<file path="src/rtl/addsub_pkg.sv">
// Shared definitions for the digit-serial add/subtract unit:
// mode encoding, FSM states and counter sizing.
package addsub_pkg;

    localparam logic MODE_ADD = 1'b0;
    localparam logic MODE_SUB = 1'b1;

    typedef enum logic [1:0] {
        ST_IDLE = 2'd0,
        ST_RUN  = 2'd1,
        ST_DONE = 2'd2
    } state_t;

    // The counter only has to reach N-1, but it never shrinks below one bit.
    function automatic int count_width(input int width, input int digit);
        int n;
        n = width / digit;
        return (n < 2) ? 1 : $clog2(n);
    endfunction

endpackage

</file>
<file path="src/rtl/full_add_digit.sv">
// Combinational digit-wide ripple adder.
// It also exposes the carry into its top bit so the caller can derive signed overflow.
module full_add_digit #(
    parameter int digit = 2
) (
    input  logic [digit-1:0] x,
    input  logic [digit-1:0] y,
    input  logic             cin,
    output logic [digit-1:0] s,
    output logic             cout,
    output logic             c_msb_in
);

    logic [digit:0] c;

    always_comb begin
        c    = '0;
        s    = '0;
        c[0] = cin;
        for (int i = 0; i < digit; i++) begin
            s[i]   = x[i] ^ y[i] ^ c[i];
            c[i+1] = (x[i] & y[i]) | (c[i] & (x[i] ^ y[i]));
        end
    end

    assign cout     = c[digit];
    assign c_msb_in = c[digit-1];

endmodule

</file>
<file path="src/rtl/addsub_serial_nbits.sv">
// Digit-serial add/subtract, LSB first, with a start/busy/done handshake.
// width must be >= 2, and digit must divide width evenly.
//
// state   | meaning
// --------+---------------------------------------------------------
// ST_IDLE | waiting for start_i; the last result is held on s_o
// ST_RUN  | one operand digit is added per cycle, N cycles in total
// ST_DONE | single cycle with done_o high; start_i may chain a new op
module addsub_serial_nbits
    import addsub_pkg::*;
#(
    parameter int width = 8,
    parameter int digit = 2
) (
    input  logic             clk_i,
    input  logic             rst_i,
    input  logic             start_i,
    input  logic             mode_i,
    input  logic [width-1:0] a_i,
    input  logic [width-1:0] b_i,
    output logic             busy_o,
    output logic             done_o,
    output logic [width:0]   s_o,
    output logic             zero_o,
    output logic             ovf_o
);

    localparam int N  = width / digit;
    localparam int CW = count_width(width, digit);
    localparam logic [CW-1:0] LAST = CW'(N - 1);

    state_t           state, state_nxt;
    logic [width-1:0] opa, opb, sreg, sreg_nxt;
    logic             carry, mode_r;
    logic [CW-1:0]    count;
    logic [digit-1:0] dsum;
    logic             dcout, dcmsb;
    logic             last;
    int               base;

    assign base = int'(count) * digit;
    assign last = (count == LAST);

    full_add_digit #(.digit(digit)) u_fad (
        .x        (opa[base +: digit]),
        .y        (opb[base +: digit]),
        .cin      (carry),
        .s        (dsum),
        .cout     (dcout),
        .c_msb_in (dcmsb)
    );

    // New digits enter at the top, so after N shifts digit 0 sits at bit 0.
    if (digit == width) begin : g_single
        assign sreg_nxt = dsum;
    end else begin : g_shift
        assign sreg_nxt = {dsum, sreg[width-1:digit]};
    end

    always_ff @(posedge clk_i) begin
        if (rst_i) state <= ST_IDLE;
        else       state <= state_nxt;
    end

    always_comb begin
        state_nxt = state;
        case (state)
            ST_IDLE: if (start_i) state_nxt = ST_RUN;
            ST_RUN:  if (last)    state_nxt = ST_DONE;
            ST_DONE: state_nxt = start_i ? ST_RUN : ST_IDLE;
            default: state_nxt = ST_IDLE;
        endcase
    end

    always_ff @(posedge clk_i) begin
        if (rst_i) begin
            opa    <= '0;
            opb    <= '0;
            sreg   <= '0;
            carry  <= 1'b0;
            mode_r <= 1'b0;
            count  <= '0;
            busy_o <= 1'b0;
            done_o <= 1'b0;
            s_o    <= '0;
            zero_o <= 1'b0;
            ovf_o  <= 1'b0;
        end else begin
            busy_o <= (state_nxt == ST_RUN);
            done_o <= (state_nxt == ST_DONE);
            case (state)
                ST_IDLE, ST_DONE: begin
                    if (start_i) begin
                        opa    <= a_i;
                        opb    <= b_i ^ {width{mode_i}};
                        carry  <= mode_i;
                        mode_r <= mode_i;
                        count  <= '0;
                    end
                end
                ST_RUN: begin
                    sreg  <= sreg_nxt;
                    carry <= dcout;
                    count <= count + 1'b1;
                    if (last) begin
                        // On subtract the top bit is a borrow, i.e. the inverted carry.
                        s_o    <= {(mode_r == MODE_SUB) ? ~dcout : dcout, sreg_nxt};
                        zero_o <= (sreg_nxt == '0);
                        ovf_o  <= dcmsb ^ dcout;
                    end
                end
                default: ;
            endcase
        end
    end

endmodule
</file>
<file path="config.mk">
export PLATFORM = sky130hd
export DESIGN_NAME = addsub_serial_nbits
export DESIGN_NICKNAME = d
export VERILOG_FILES = /design/src/rtl/addsub_pkg.sv /design/src/rtl/full_add_digit.sv /design/src/rtl/addsub_serial_nbits.sv
export SDC_FILE = /design/constraint.sdc
export NUM_CORES = 1
export LEC_CHECK = 0
export ABC_AREA = 0
export CAP_MARGIN = 5
export CORE_MARGIN = 2
export CORE_UTILIZATION = 54
export DETAILED_ROUTE_END_ITERATION = 10
export GPL_ROUTABILITY_DRIVEN = 0
export PLACE_DENSITY_LB_ADDON = 0.2
export SYNTH_ARGS = -nofsm -noshare
export SYNTH_HDL_FRONTEND = slang
export SYNTH_SLANG_ARGS = --single-unit
export TNS_END_PERCENT = 50
</file>
<file path="constraint.sdc">
create_clock -name clk_i -period 3.35 [get_ports clk_i]
set_input_delay 0.335 -clock clk_i [delete_from_list [all_inputs] [get_ports clk_i]]
set_output_delay 0.335 -clock clk_i [all_outputs]
set_load 0.05 [all_outputs]
</file>
==> summary.txt <==
Outcome
  • Outcome: completed

Clock network
  • TritonCTS clock tree: done
  • CTS H-tree lvls: 2
  • Post-CTS Resized: 0
  • Postcts setup bufs: 0
  • Worst-Skew Late Latency: 350 ps
  • Hold_buf cts: 0
  • Clk slew on worst S/H paths: 110 ps
  • Num CTS Buffers: 5
  • Clock Sinks: 41
  • Root Buffer: clkbuf_4
  • CTS max path bufs: 2

Drt
  • Vias/cell: 5.08
  • 1st-iter DRT viols: 32
  • Final ANT Viol Nets: 0
  • Total number of vias: between 1,000 and 1,500
  • Avg WL per Cell: 12.0 um
  • Detailed Route WL: 3100 um
  • Detailed Routing Iterations Pass 1: 4
  • # DRC: 0

Yosys
  • #FFs+latches synth: 41
  • Main combinational cell family by area after synthesis: simple AND/OR/NAND/NOR gates
  • Top FF cell, synth: dfxtp_1
  • Synth Area per Inst: 9.00 um^2
  • Sequential share of the synthesized area: 48.3%
  • EDFF count, synth: 0
  • Post-synthesis cell area: 1700 um^2
  • Simple-gate share of the synthesized area: about 18%
  • Post-synthesis compound-gate area fraction: 14.1%
  • Mapped Cells: 189
  • Post-synthesis xor/xnor area fraction: ~5%
  • Post-Synth Adder-Cell Area: 3.09%
  • Multiplexer area fraction after synthesis: 5.30%
  • Synth cell types: 25
  • Async set-reset flop share out of synthesis: 0%
  • Syn Nets: 212
  • YS warnings: 0

Worst setup path
  • Worst reg2reg startpoint: count[0]
  • Worst Path Arrival: 2690 ps
  • FF-to-FF End: zero_o
  • Startpoint Class: register
  • R2r setup slk: 950 ps
  • Crit end category: register
  • Register-to-Register Path Depth: 7
  • WP data required: roughly 3600 ps
  • Critical path class: reg -> reg
  • Crit Path Max Fanout: 7

Global route
  • Vias in the first global route: 1,217
  • Largest net degree at the start of global routing: 42
  • Met2 Usage GRT: 36.3%
  • GRT busiest layer: met2
  • Met3 usage: 6.49%
  • Met1 Use GR: 19.4%
  • GR Overflow Total: 0
  • Initial antenna violation count: 0
  • First-pass GRT wire length: 5100 um
  • Total track usage: 19.3%

Floorplan
  • Num ports: 33
  • Die width: 60.1 um
  • Initial Utilization: between 50% and 60%
  • Core area: 3030 um^2
  • Die span in y: between 60 and 70 um
  • DIE AREA: 3610 um^2
  • # rows: 20

Power and ir drop
  • Leak: 0.702 nW
  • Worst VDD drop: 0.422 mV
  • Power per cell area: 439 nW/um^2

Finish
  • Ant diodes: 0
  • Most common cell after layout, fill and taps aside: nand2_1
  • Most frequent cells in the layout: nand2_1, dfxtp_1, clkdlybuf4s50_1
  • Nets: 238
  • Fin area: 2060 um^2
  • Synthesis-to-layout area growth: 21.1%
  • Share of layout cells above drive strength 1: under 10%

STA
  • Slew @ Worst Pin: around 680 ps
  • WHS: 457 ps
  • Unrepaired setup endpoints after global routing: no
  • Final Cycle Share: 71.8%
  • Min Tclk post-route: 2400 ps
  • Slew Limit Headroom: 54.8%
  • Final hold violations: 0
  • Layout Skew: between 9 and 10 ps
  • Pins Over Slew Limit: 0
  • Setup TNS Final: 0 ps
  • Final setup violation count: 0
  • Highest clock rate: 416 MHz

Min path
  • Hold Crit Start: opa[5]
  • Hold Crit Depth: 2
  • Hold endpoint: opa[5]
  • Hold/Removal Path Class: reg -> reg

Placement
  • Port Buffer Count: 32
  • Hpwl dp: 2250 um
  • Placed cell area: 2000 um^2

Run
  • Maxcap violations: 0
sequential cells by signal (all words and copies together) (netlist names):
register,flops
ovf_o,1
zero_o,1
mode_r,1
done_o,1
count,2
carry,1
opb,8
state,2
opa,8
busy_o,1
sreg,6
s_o,9
worst max-delay path by stage:
| stage | slack, ps | to | start | cells past startpoint |
|---|---|---|---|---|
| detailed placement | 930 | zero_o | count[0] | 7 |
| CTS | 920 | zero_o | count[0] | 7 |
| global route | 790 | zero_o | count[0] | 7 |
| finish | 950 | zero_o | count[0] | 7 |
| floorplan | 1100 | zero_o | count[0] | 8 |
| global placement | 1030 | zero_o | count[0] | 7 |
where the power goes:
group / switching (mW) / leakage, nW / internal [mW]
registers: 0.0168 / 0.335 / 0.511
clock network: 0.147 / 0.0314 / 0.0992
logic: 0.0636 / 0.336 / 0.0673
total: 0.227 / 0.702 / 0.677
layout make-up:
| class | instances | area [um^2] |
|---|---|---|
| tap | 44 | 55.1 |
| clock buffer | 7 | 55.1 |
| inverter | 5 | 18.8 |
| timing repair buffer | 34 | 335 |
| sequential | 41 | 821 |
| multi-input combinational | 128 | 774 |
| fill | 239 | 968 |
cells by family (layout without fill, tap and decap cells):
| logic type | after synthesis | in the layout |
|---|---|---|
| AO/OA/AOI/OAI | 39 | 39 |
| buffers and inverters | 20 | 46 |
| AND/OR/NAND/NOR | 72 | 72 |
| XOR/XNOR | 10 | 10 |
| adder cells (fa/ha/maj) | 3 | 3 |
| flip-flops | 41 | 41 |
| multiplexers | 4 | 4 |
stage by stage:
step	utilization (%)	std cells	power (mW)	worst slack [ps]
finish	68.0	259	0.904	946
global route	68.0	259	0.953	786
CTS	68.0	259	0.916	921
detailed placement	66.2	252	0.671	933
global placement	66.2	252	0.666	1030
floorplan	-	189	0.632	1100
synthesized netlist by cell type (3+ instances only):
| library cell | instances | area share [%] |
|---|---|---|
| dfxtp_1 | 41 | 48 |
| mux4_2 | 4 | 5.3 |
| buf_2 | 6 | 1.8 |
| nand3_1 | 4 | 1.2 |
| xnor2_1 | 10 | 5.2 |
| clkbuf_1 | 3 | 0.66 |
| nand2b_1 | 3 | 1.1 |
| inv_1 | 5 | 1.1 |
| a211oi_1 | 12 | 5.3 |
| a21oi_1 | 24 | 7.1 |
| nand2_1 | 42 | 9.3 |
| nor2_1 | 17 | 3.8 |
metal layers:
metal  wire length, um  vias to the layer above
met2              1640                       26
li1                  -                      681
met3               131                        5
met4                51                        0
met5                 0                        -
met1              1270                      605
critical path: stages (launching register included):
cell	delay, ps
dfxtp_1	530
mux4_2	300
inv_1	60
fa_1	450
fa_1	550
nor4bb_1	220
nand3_1	110
a21oi_1	140
(Power assumes the default switching activity.)
